[config.mk]
export PLATFORM = sky130hd
export DESIGN_NAME = tone_sequencer
export DESIGN_NICKNAME = d
export VERILOG_FILES = /design/src/rtl/tone_pkg.sv /design/src/rtl/tune_rom.sv /design/src/rtl/tone_sequencer.sv
export SDC_FILE = /design/constraint.sdc
export NUM_CORES = 1
export LEC_CHECK = 0
export CORE_MARGIN = 3
export CORE_UTILIZATION = 44
export DETAILED_ROUTE_END_ITERATION = 8
export SETUP_SLACK_MARGIN = 0.05
export SLEW_MARGIN = 20
export SYNTH_ARGS = -nofsm -noshare
export SYNTH_HDL_FRONTEND = slang
export SYNTH_SLANG_ARGS = --single-unit
[constraint.sdc]
create_clock -name clk -period 5.75 [get_ports clk]
set_clock_uncertainty 0.1 [all_clocks]
set_input_delay 1.15 -clock clk [delete_from_list [all_inputs] [get_ports clk]]
set_output_delay 1.15 -clock clk [all_outputs]
set_load 0.02 [all_outputs]
[src/rtl/tone_pkg.sv]
// Shared definitions for the tone sequencer.
//   - ROM entry layout {note[3:0], dur[3:0]} and note codes
//   - note frequency table and half-period helper (elaboration-time only)
//   - sequencer state encoding
package tone_pkg;

    localparam int NOTE_W  = 4;
    localparam int DUR_W   = 4;
    localparam int ENTRY_W = NOTE_W + DUR_W;

    localparam logic [NOTE_W-1:0] NOTE_REST     = 4'd0;
    localparam logic [NOTE_W-1:0] NOTE_C4       = 4'd1;
    localparam logic [NOTE_W-1:0] NOTE_CS4      = 4'd2;
    localparam logic [NOTE_W-1:0] NOTE_D4       = 4'd3;
    localparam logic [NOTE_W-1:0] NOTE_DS4      = 4'd4;
    localparam logic [NOTE_W-1:0] NOTE_E4       = 4'd5;
    localparam logic [NOTE_W-1:0] NOTE_F4       = 4'd6;
    localparam logic [NOTE_W-1:0] NOTE_FS4      = 4'd7;
    localparam logic [NOTE_W-1:0] NOTE_G4       = 4'd8;
    localparam logic [NOTE_W-1:0] NOTE_GS4      = 4'd9;
    localparam logic [NOTE_W-1:0] NOTE_A4       = 4'd10;
    localparam logic [NOTE_W-1:0] NOTE_AS4      = 4'd11;
    localparam logic [NOTE_W-1:0] NOTE_B4       = 4'd12;
    localparam logic [NOTE_W-1:0] NOTE_C5       = 4'd13;
    localparam logic [NOTE_W-1:0] NOTE_REST_ALT = 4'd14;
    localparam logic [NOTE_W-1:0] NOTE_END      = 4'd15;

    typedef enum logic [1:0] {
        ST_IDLE  = 2'd0,
        ST_FETCH = 2'd1,
        ST_PLAY  = 2'd2,
        ST_DONE  = 2'd3
    } state_t;

    // Returns 0 for rests and the end marker.
    function automatic int note_hz(input logic [NOTE_W-1:0] note);
        case (note)
            4'd1:    return 262;
            4'd2:    return 277;
            4'd3:    return 294;
            4'd4:    return 311;
            4'd5:    return 330;
            4'd6:    return 349;
            4'd7:    return 370;
            4'd8:    return 392;
            4'd9:    return 415;
            4'd10:   return 440;
            4'd11:   return 466;
            4'd12:   return 494;
            4'd13:   return 523;
            default: return 0;
        endcase
    endfunction

    function automatic int half_period(input int clk_hz, input logic [NOTE_W-1:0] note);
        int hz;
        hz = note_hz(note);
        if (hz == 0) return 0;
        return clk_hz / (2 * hz);
    endfunction

endpackage

[src/rtl/tune_rom.sv]
// Combinational note ROM addressed by {tune, index}.
//   i_tune  : tune number
//   i_idx   : entry index within the tune
//   o_entry : {note, dur}; anything not listed reads as the end marker
module tune_rom
    import tone_pkg::*;
#(
    parameter int NUM_TUNES = 4,
    parameter int TUNE_LEN  = 8
) (
    input  logic [$clog2(NUM_TUNES)-1:0] i_tune,
    input  logic [$clog2(TUNE_LEN)-1:0]  i_idx,
    output logic [ENTRY_W-1:0]           o_entry
);

    always_comb begin
        o_entry = {NOTE_END, 4'd0};
        case (int'(i_tune))
            0: begin                                   // move
                case (int'(i_idx))
                    0:       o_entry = {NOTE_A4, 4'd0};
                    default: ;
                endcase
            end
            1: begin                                   // win
                case (int'(i_idx))
                    0:       o_entry = {NOTE_C4, 4'd1};
                    1:       o_entry = {NOTE_E4, 4'd1};
                    2:       o_entry = {NOTE_G4, 4'd1};
                    3:       o_entry = {NOTE_C5, 4'd3};
                    default: ;
                endcase
            end
            2: begin                                   // lose
                case (int'(i_idx))
                    0:       o_entry = {NOTE_G4, 4'd1};
                    1:       o_entry = {NOTE_REST, 4'd0};
                    2:       o_entry = {NOTE_C4, 4'd3};
                    default: ;
                endcase
            end
            3: begin                                   // draw
                case (int'(i_idx))
                    0:       o_entry = {NOTE_E4, 4'd1};
                    1:       o_entry = {NOTE_E4, 4'd1};
                    default: ;
                endcase
            end
            default: ;
        endcase
    end

endmodule

[src/rtl/tone_sequencer.sv]
// Square-wave tune player driving the piezo speaker.
//   clk, rst (async, active-low)
//   play, tune_sel : one-cycle start request and the tune it selects
//   stop           : abort the running tune (no done pulse)
//   mute           : silence the speaker without affecting sequencing
//   speaker        : registered square-wave output
//   busy, done     : busy outside IDLE; done pulses for one cycle on normal completion
//
// state | meaning
// IDLE  | waiting for play
// FETCH | read ROM entry, load note timing (speaker low)
// PLAY  | divide clock into tone, count note duration
// DONE  | one-cycle completion pulse
module tone_sequencer
    import tone_pkg::*;
#(
    parameter int CLK_HZ    = 100_000_000,
    parameter int TICK_HZ   = 16,
    parameter int NUM_TUNES = 4,
    parameter int TUNE_LEN  = 8
) (
    input  logic                         clk,
    input  logic                         rst,
    input  logic                         play,
    input  logic [$clog2(NUM_TUNES)-1:0] tune_sel,
    input  logic                         stop,
    input  logic                         mute,
    output logic                         speaker,
    output logic                         busy,
    output logic                         done
);

    localparam int TICK_CYC = CLK_HZ / TICK_HZ;
    localparam int DIV_W    = $clog2(CLK_HZ / (2 * 262) + 1);
    localparam int TICK_W   = $clog2(TICK_CYC * 16 + 1);
    localparam int TSEL_W   = $clog2(NUM_TUNES);
    localparam int IDX_W    = $clog2(TUNE_LEN);

    function automatic logic [15:0][DIV_W-1:0] build_half_tab();
        logic [15:0][DIV_W-1:0] t;
        for (int n = 0; n < 16; n++) t[n] = DIV_W'(half_period(CLK_HZ, 4'(n)));
        return t;
    endfunction

    localparam logic [15:0][DIV_W-1:0] HALF_TAB = build_half_tab();

    state_t               r_state;
    state_t               w_state_nxt;
    logic [TSEL_W-1:0]    r_tune;
    logic [IDX_W-1:0]     r_idx;
    logic [ENTRY_W-1:0]   r_entry;
    logic [DIV_W-1:0]     r_half;
    logic [DIV_W-1:0]     r_div;
    logic [TICK_W-1:0]    r_tick;
    logic                 r_phase;
    logic                 r_speaker;

    logic [ENTRY_W-1:0]   w_rom_entry;
    logic [NOTE_W-1:0]    w_rom_note;
    logic [NOTE_W-1:0]    w_note;
    logic [DUR_W-1:0]     w_dur;
    logic                 w_rest;
    logic [TICK_W-1:0]    w_tick_end;
    logic                 w_tick_exp;
    logic                 w_last_idx;
    logic                 w_div_wrap;
    logic [DIV_W-1:0]     w_div_nxt;
    logic [TICK_W-1:0]    w_tick_nxt;
    logic                 w_phase_nxt;

    tune_rom #(
        .NUM_TUNES (NUM_TUNES),
        .TUNE_LEN  (TUNE_LEN)
    ) u_rom (
        .i_tune  (r_tune),
        .i_idx   (r_idx),
        .o_entry (w_rom_entry)
    );

    assign w_rom_note = w_rom_entry[ENTRY_W-1:DUR_W];
    assign w_note     = r_entry[ENTRY_W-1:DUR_W];
    assign w_dur      = r_entry[DUR_W-1:0];
    assign w_rest     = (w_note == NOTE_REST) || (w_note == NOTE_REST_ALT);
    assign w_tick_end = TICK_W'((int'(w_dur) + 1) * TICK_CYC - 1);
    assign w_tick_exp = (r_tick == w_tick_end);
    assign w_last_idx = (r_idx == IDX_W'(TUNE_LEN - 1));
    assign w_div_wrap = (r_div == r_half - DIV_W'(1));

    always_ff @(posedge clk or negedge rst) begin
        if (!rst) r_state <= ST_IDLE;
        else      r_state <= w_state_nxt;
    end

    always_comb begin
        w_state_nxt = r_state;
        case (r_state)
            ST_IDLE: begin
                if (play && !stop) w_state_nxt = ST_FETCH;
            end
            ST_FETCH: begin
                if (stop)                        w_state_nxt = ST_IDLE;
                else if (w_rom_note == NOTE_END) w_state_nxt = ST_DONE;
                else                             w_state_nxt = ST_PLAY;
            end
            ST_PLAY: begin
                if (stop)            w_state_nxt = ST_IDLE;
                else if (w_tick_exp) w_state_nxt = w_last_idx ? ST_DONE : ST_FETCH;
            end
            ST_DONE: w_state_nxt = ST_IDLE;
            default: w_state_nxt = ST_IDLE;
        endcase
    end

    // Tone divider and duration counter; rests keep the divider parked at 0.
    always_comb begin
        w_div_nxt   = r_div;
        w_tick_nxt  = r_tick;
        w_phase_nxt = r_phase;
        if (r_state == ST_FETCH) begin
            w_div_nxt   = '0;
            w_tick_nxt  = '0;
            w_phase_nxt = 1'b0;
        end else if (r_state == ST_PLAY) begin
            w_tick_nxt = r_tick + TICK_W'(1);
            if (w_rest) begin
                w_div_nxt   = '0;
                w_phase_nxt = 1'b0;
            end else if (w_div_wrap) begin
                w_div_nxt   = '0;
                w_phase_nxt = ~r_phase;
            end else begin
                w_div_nxt = r_div + DIV_W'(1);
            end
        end
    end

    always_ff @(posedge clk or negedge rst) begin
        if (!rst) begin
            r_tune    <= '0;
            r_idx     <= '0;
            r_entry   <= '0;
            r_half    <= '0;
            r_div     <= '0;
            r_tick    <= '0;
            r_phase   <= 1'b0;
            r_speaker <= 1'b0;
        end else begin
            r_div   <= w_div_nxt;
            r_tick  <= w_tick_nxt;
            r_phase <= w_phase_nxt;
            if (r_state == ST_IDLE && play && !stop) begin
                r_tune <= tune_sel;
                r_idx  <= '0;
            end
            if (r_state == ST_FETCH) begin
                r_entry <= w_rom_entry;
                r_half  <= HALF_TAB[w_rom_note];
            end
            if (r_state == ST_PLAY && w_state_nxt == ST_FETCH) r_idx <= r_idx + IDX_W'(1);
            // Speaker follows the next phase so it changes on the same edge as the phase.
            r_speaker <= w_phase_nxt && (w_state_nxt == ST_PLAY) && !mute;
        end
    end

    assign speaker = r_speaker;
    assign busy    = (r_state != ST_IDLE);
    assign done    = (r_state == ST_DONE);

endmodule

==> results of run 1 <==
critical path, cell delays in order, from the launching register on:
cell,delay [ns]
dfrtp_1,0.43
ha_1,0.25
ha_1,0.22
or3b_2,0.49
or3_1,0.39
o22ai_1,0.47
inv_1,0.19
ha_1,0.27
and4_1,0.22
a221oi_1,0.28
a211o_1,0.23
nor4_4,0.09
mux2i_1,0.16
how the worst min path moves through the flow:
stage / startpoint / end / slack [ns]
floorplan: r_entry[4] / r_entry[4] / 0.35
global placement: r_entry[5] / r_entry[5] / 0.39
detailed placement: r_entry[4] / r_entry[4] / 0.40
CTS: r_entry[4] / r_entry[4] / 0.41
global route: r_entry[5] / r_entry[5] / 0.44
finish: r_entry[4] / r_entry[4] / 0.41
cell type report:
type / count / area, sq um
multi-input combinational: 482 / 3230
clock inverter: 7 / 81.3
clock buffer: 9 / 225
timing repair buffer: 12 / 114
tap: 143 / 179
inverter: 35 / 131
fill: 1111 / 5800
sequential: 78 / 1950
per-layer routing:
layer / part of all wire (%) / vias to the layer above
met5: 0 / -
met4: 1.6 / 0
met3: 3.0 / 16
met2: 44 / 88
li1: - / 2214
met1: 52 / 2238
placed cells by master, fill, tap and decap left out, types with 3 or more instances in the layout:
master / count
a211oi_1: 4
a21boi_0: 3
a21oi_1: 31
a22o_1: 7
a31oi_1: 6
and3_1: 18
and4_1: 4
buf_4: 3
clkbuf_16: 9
clkdlybuf4s50_1: 8
dfrtp_1: 78
ha_1: 34
inv_1: 34
mux2_2: 15
mux2i_1: 6
nand2_1: 55
nand2b_1: 6
nand3_1: 27
nand4_1: 13
nor2_1: 58
nor2b_1: 4
nor3_1: 15
nor3b_1: 3
nor4_1: 6
nor4b_1: 4
o211ai_1: 6
o21ai_0: 43
o22ai_1: 3
o311ai_1: 3
o31ai_1: 7
or3_1: 7
or4_1: 4
xnor2_1: 18
xor2_1: 28
registers in the layout, summed over array words and instances, names as in the netlist:
name     cells
r_tick      27
r_half      18
r_state      2
speaker      1
r_div       18
r_tune       2
r_idx        3
r_entry      6
r_phase      1
report_power, final:
| group | switching, W | total, W | internal (W) | leakage (nW) |
|---|---|---|---|---|
| clock | 0.000255 | 0.000599 | 0.000343 | 0.152 |
| combinational | 0.00105 | 0.00168 | 0.000630 | 1.36 |
| sequential | 0.000197 | 0.000883 | 0.000686 | 1.03 |
per-stage QoR:
stage               cells  util (%)  power, W  cell area, sq um
finish                766      50.5   0.00317              5910
global route          766      50.5   0.00344              5910
CTS                   766      50.4   0.00316              5900
detailed placement    750      47.8   0.00255              5590
global placement      750      47.8   0.00252              5590
floorplan             623         -   0.00215              5430
logic make-up after synthesis:
family	after synthesis	share of synthesized area (%)
fa+ha+maj	34	7.84
flops	78	36.0
simple gates	240	22.9
other cells	1	0.0691
xor+xnor	46	7.42
buf+inv	63	4.68
mux	21	4.22
compound gates	140	16.9
==> impl_metrics.tcl, run 1 <==
set metrics [dict create \
    status "finished clean" \
    fmax_mhz 256 \
    met2_usage_pct 28.3 \
    drc 0 \
    cp-end-kind "register" \
    p_leak_nw 2.54 \
    hpwl_um 8860 \
    ys_ff_latch 78 \
    setup_violations 0 \
    cts_buffers 9 \
    gp_congestion 0.901 \
    whs_ns 0.411 \
    yosys-top-cells-area "dfrtp_1, ha_1, xor2_1" \
    critical_path.startpoint_type "register" \
    rsz0062_at_grt "no" \
    whs_path_depth 2 \
    holdBufCountCts 0 \
    dieArea_sq_um 13700 \
    powerDensity_nw_per_um2 536 \
    viasPerCell 5.95 \
    vdd_drop_max_uv 362 \
    yosys.area.top_type_share_pct 36.0 \
    post_cts.repair.setup_buffers 0 \
    crit_path_end "r_idx[0]" \
    fin_ws_ns 1.85 \
    initial_core_util_pct 46.3 \
    wl_um 12600 \
    grt_first_pass_wirelength_um 21000 \
    avgSynthCellArea_sq_um 8.71 \
    fin_crit_ns 3.90 \
    syn-instance-count 623 \
    synth_enable_flop_cells 0 \
    setup-tns-final_ns 0 \
    reg2reg_from "r_idx[0]" \
    use_met3_pct 4.01 \
    async_reset_ff_share_pct 100 \
    num_vias 4556 \
    r2r_end "r_idx[0]" \
    drtPass1Iterations 7 \
    core_area_sq_um 11700 \
    cp.required_ns 5.87 \
    crit_fanout 7 \
    syn2layout_area_growth_pct 8.92 \
    cts_max_level 3 \
    numClockSinks 78 \
    clock_latency_ns 0.35 \
    maxCapViolations 0 \
    layout-drive-gt1-share_pct 7.54 \
    synth_area_sq_um 5430 \
    slew_headroom_pct 46.7 \
    synth_top_cell_by_area "dfrtp_1" \
    r2r_cells 12 \
    yosys_warnings 0 \
    die_w_um 117 \
    wl_per_cell_um 16.4 \
    worstPathArrival_ns 4.02 \
    critPathLaunch "r_idx[0]" \
    root_buffer "clkbuf_16" \
    ant_nets 0 \
    dieHeight_um 117 \
    synth.most_common_cell "dfrtp_1" \
    hold_viol_final 0 \
    grt_pass1_vias 4139 \
    syn_nets 664 \
    worstMarginPinSlew_ns 0.796 \
    fin_crit_sh_pct 67.8 \
    synth_common_cells "dfrtp_1, nor2_1, nand2_1" \
    place_ws_ns 1.91 \
    synth-seq-area-share_pct 36.0 \
    cts_tree "yes" \
    ys_types 69 \
    final_nets 659 \
    io_buffer_count 9 \
    gr-total-overflow 0 \
    ys.flop_type "dfrtp_1" \
    num_io_pins 10 \
    num_antenna_cells 0 \
    grt_max_degree 79 \
    cts_max_path_buffers 2 \
    drtIter0Drc 239 \
    hold_class "register to register" \
    rows 39 \
    top_usage_layer "met1" \
    ff2ff_setup_slack_ns 1.85 \
    critPathKind "register to register" \
    grt_usage_pct 19.5 \
    drv_slew 0 \
    cts_resized 0 \
    antenna_found_initial 0 \
    clk_pin_slew_worst_paths_ns 0.07 \
    met1_usage_pct 28.9 \
]
No activity file was read; power rests on OpenSTA's default activity.
==> run 2: changes to the inputs <==
==> constraint.sdc (replaced) <==
create_clock -name clk -period 3.98 [get_ports clk]
set_clock_uncertainty 0.1 [all_clocks]
set_input_delay 0.796 -clock clk [delete_from_list [all_inputs] [get_ports clk]]
set_output_delay 0.796 -clock clk [all_outputs]
set_load 0.02 [all_outputs]
==> run 2 against run 1 <==
Sequential cell count unchanged. Worst hold slack got worse by 0.051 ns. First-iteration DRC count increased by 8.4%.
==> impl_metrics.tcl, run 2 (synthesis results as in run 1) <==
set metrics [dict create \
    ff2ff_setup_slack_ns 0.31 \
    cts_max_path_buffers 2 \
    syn2layout_area_growth_pct 9.78 \
    cp_slowest_cell "dfrtp_1" \
    crit_fanout 8 \
    p_sw_w 0.00218 \
    p_int_w 0.00251 \
    critPathKind "register to register" \
    cts_tree "yes" \
    wl_um 13100 \
    dieArea_sq_um 13700 \
    final_common_cell "dfrtp_1" \
    rows 39 \
    cp.required_ns 4.14 \
    die_w_um 117 \
    num_antenna_cells 0 \
    r2r_cells 10 \
    drtIter0Drc 259 \
    critical_path.startpoint_type "register" \
    drtPass1Iterations 5 \
    dieHeight_um 117 \
    cts_buffers 9 \
    layout-drive-gt1-share_pct 7.96 \
    p_leak_nw 2.56 \
    drv_slew 0 \
    hpwl_um 9310 \
    gp_congestion 0.882 \
    p_comb_share_pct 53.3 \
    setup-tns-final_ns 0 \
    grt_pass1_vias 4287 \
    maxCapViolations 0 \
    setup_violations 0 \
    reg2reg_from "r_entry[0]" \
    place_ws_ns 0.314 \
    hold_viol_final 0 \
    viasPerCell 5.94 \
    post_cts.repair.setup_buffers 0 \
    drc 0 \
    clock_latency_ns 0.35 \
    power_frac_clock_pct 19.5 \
    worstMarginPinSlew_ns 0.774 \
    rsz0062_at_grt "no" \
    wl_per_cell_um 16.9 \
    gr-total-overflow 0 \
    fin_crit_sh_pct 92.3 \
    pwr-share-seq_pct 27.3 \
    reg_top3 "r_tick x27, r_div x18, r_half x18" \
    cp-end-kind "register" \
    numClockSinks 78 \
    num_vias 4582 \
    fmax_mhz 272 \
    antenna_found_initial 0 \
    p_sw_share_pct 46.4 \
    slew_headroom_pct 48.4 \
    cts_resized 0 \
    io_buffer_count 9 \
    grt_max_degree 79 \
    largest_reg_flops 27 \
    grt_usage_pct 20.4 \
    root_buffer "clkbuf_16" \
    core_area_sq_um 11700 \
    holdBufCountCts 0 \
    grt_first_pass_wirelength_um 21900 \
    path_cells "inv_1 -> ha_1 -> xnor2_1 -> or3b_1 -> a2111oi_2 -> nand4_1 -> or2_1 -> a211o_1 -> nor4_4 -> mux2i_1" \
    layout_common_cells "dfrtp_1, nor2_1, nand2_1" \
    worstPathArrival_ns 3.84 \
    r2r_end "r_idx[1]" \
    fin_crit_ns 3.67 \
    critPathMaxStageDelay_ns 0.50 \
    hold_class "input port to asynchronous set/reset pin" \
    clk_pin_slew_worst_paths_ns 0.06 \
    ant_nets 0 \
    num_io_pins 10 \
    powerDensity_nw_per_um2 787 \
    cts_max_level 3 \
    max_flop_register "r_tick" \
    final_nets 664 \
    initial_core_util_pct 46.3 \
    fin_ws_ns 0.307 \
    vdd_drop_max_uv 658 \
    status "finished clean" \
]
[run 2: cell count changes in the layout (fill, tap and decap cells not counted)]
cell / delta
buf_4: +5
bufinv_16: +1
clkbuf_1: +1
clkinv_2: -1
clkinv_4: -1
clkinvlp_4: +1
inv_8: -1
o32ai_1: +1
o32ai_2: -1
[run 2: worst max path at each step]
stage | cells past startpoint | to | startpoint | slack [ns]
finish | 10 | r_idx[1] | r_entry[0] | 0.31
global route | 11 | r_idx[1] | r_entry[0] | 0.07
CTS | 12 | r_idx[1] | r_entry[0] | 0.28
detailed placement | 12 | r_idx[1] | r_entry[0] | 0.31
global placement | 12 | r_idx[0] | r_entry[0] | 0.50
floorplan | 12 | r_idx[0] | r_idx[0] | 0.48
[run 2: per-stage QoR]
stage	hold slack, ns	power [W]	utilization (%)	area [sq um]	std cells
3_5_place_dp	0.378	0.00377	48.1	5630	755
4_1_cts	0.394	0.00470	50.8	5950	771
2_1_floorplan	0.355	0.00311	-	5430	623
5_1_grt	0.426	0.00508	50.9	5960	771
3_3_place_gp	0.375	0.00371	48.1	5630	755
6_report	0.361	0.00469	50.9	5960	771
[run 2: routing by layer]
layer  wire length, um  global-route usage, %  up-vias
met4               141                   5.73        0
met1              6560                   29.7     2259
met3               431                   4.37        9
li1                  -                      -     2235
met5                 0                      0        -
met2              5920                   30.6       79
[run 2: power groups by stage]
| stage | combinational [W] | clock, W | sequential [W] |
|---|---|---|---|
| global route | 0.00280 | 0.000970 | 0.00132 |
| CTS | 0.00250 | 0.000930 | 0.00127 |
| finish | 0.00250 | 0.000912 | 0.00128 |
| detailed placement | 0.00249 | 0 | 0.00129 |
| global placement | 0.00243 | 0 | 0.00128 |
| floorplan | 0.00195 | 0 | 0.00116 |
[run 2: layout make-up]
cell class | count | area, sq um
fill | 1113 | 5750
timing repair buffer | 17 | 151
multi-input combinational | 482 | 3220
clock inverter | 6 | 93.8
sequential | 78 | 1950
tap | 143 | 179
clock buffer | 10 | 229
inverter | 35 | 131
[run 2: worst max-delay path, delay by kind of cell (launching register included)]
family                   cells  cell delay, ns
XOR/XNOR                     1            0.23
AND/OR/NAND/NOR              4            1.24
AO/OA/AOI/OAI                2            0.66
multiplexers                 1            0.26
flip-flops                   1            0.50
adder cells (fa/ha/maj)      1            0.44
buffers and inverters        1            0.16
==> run 3: changes to the inputs <==
--- a/config.mk
+++ b/config.mk
@@ -8,6 +8,7 @@
 export CORE_MARGIN = 3
 export CORE_UTILIZATION = 44
 export DETAILED_ROUTE_END_ITERATION = 8
+export GPL_TIMING_DRIVEN = 1
 export SETUP_SLACK_MARGIN = 0.05
 export SLEW_MARGIN = 20
 export SYNTH_ARGS = -nofsm -noshare
==> results of run 3 <==
The final DEF is identical to that of run 2; final timing and power are the same.
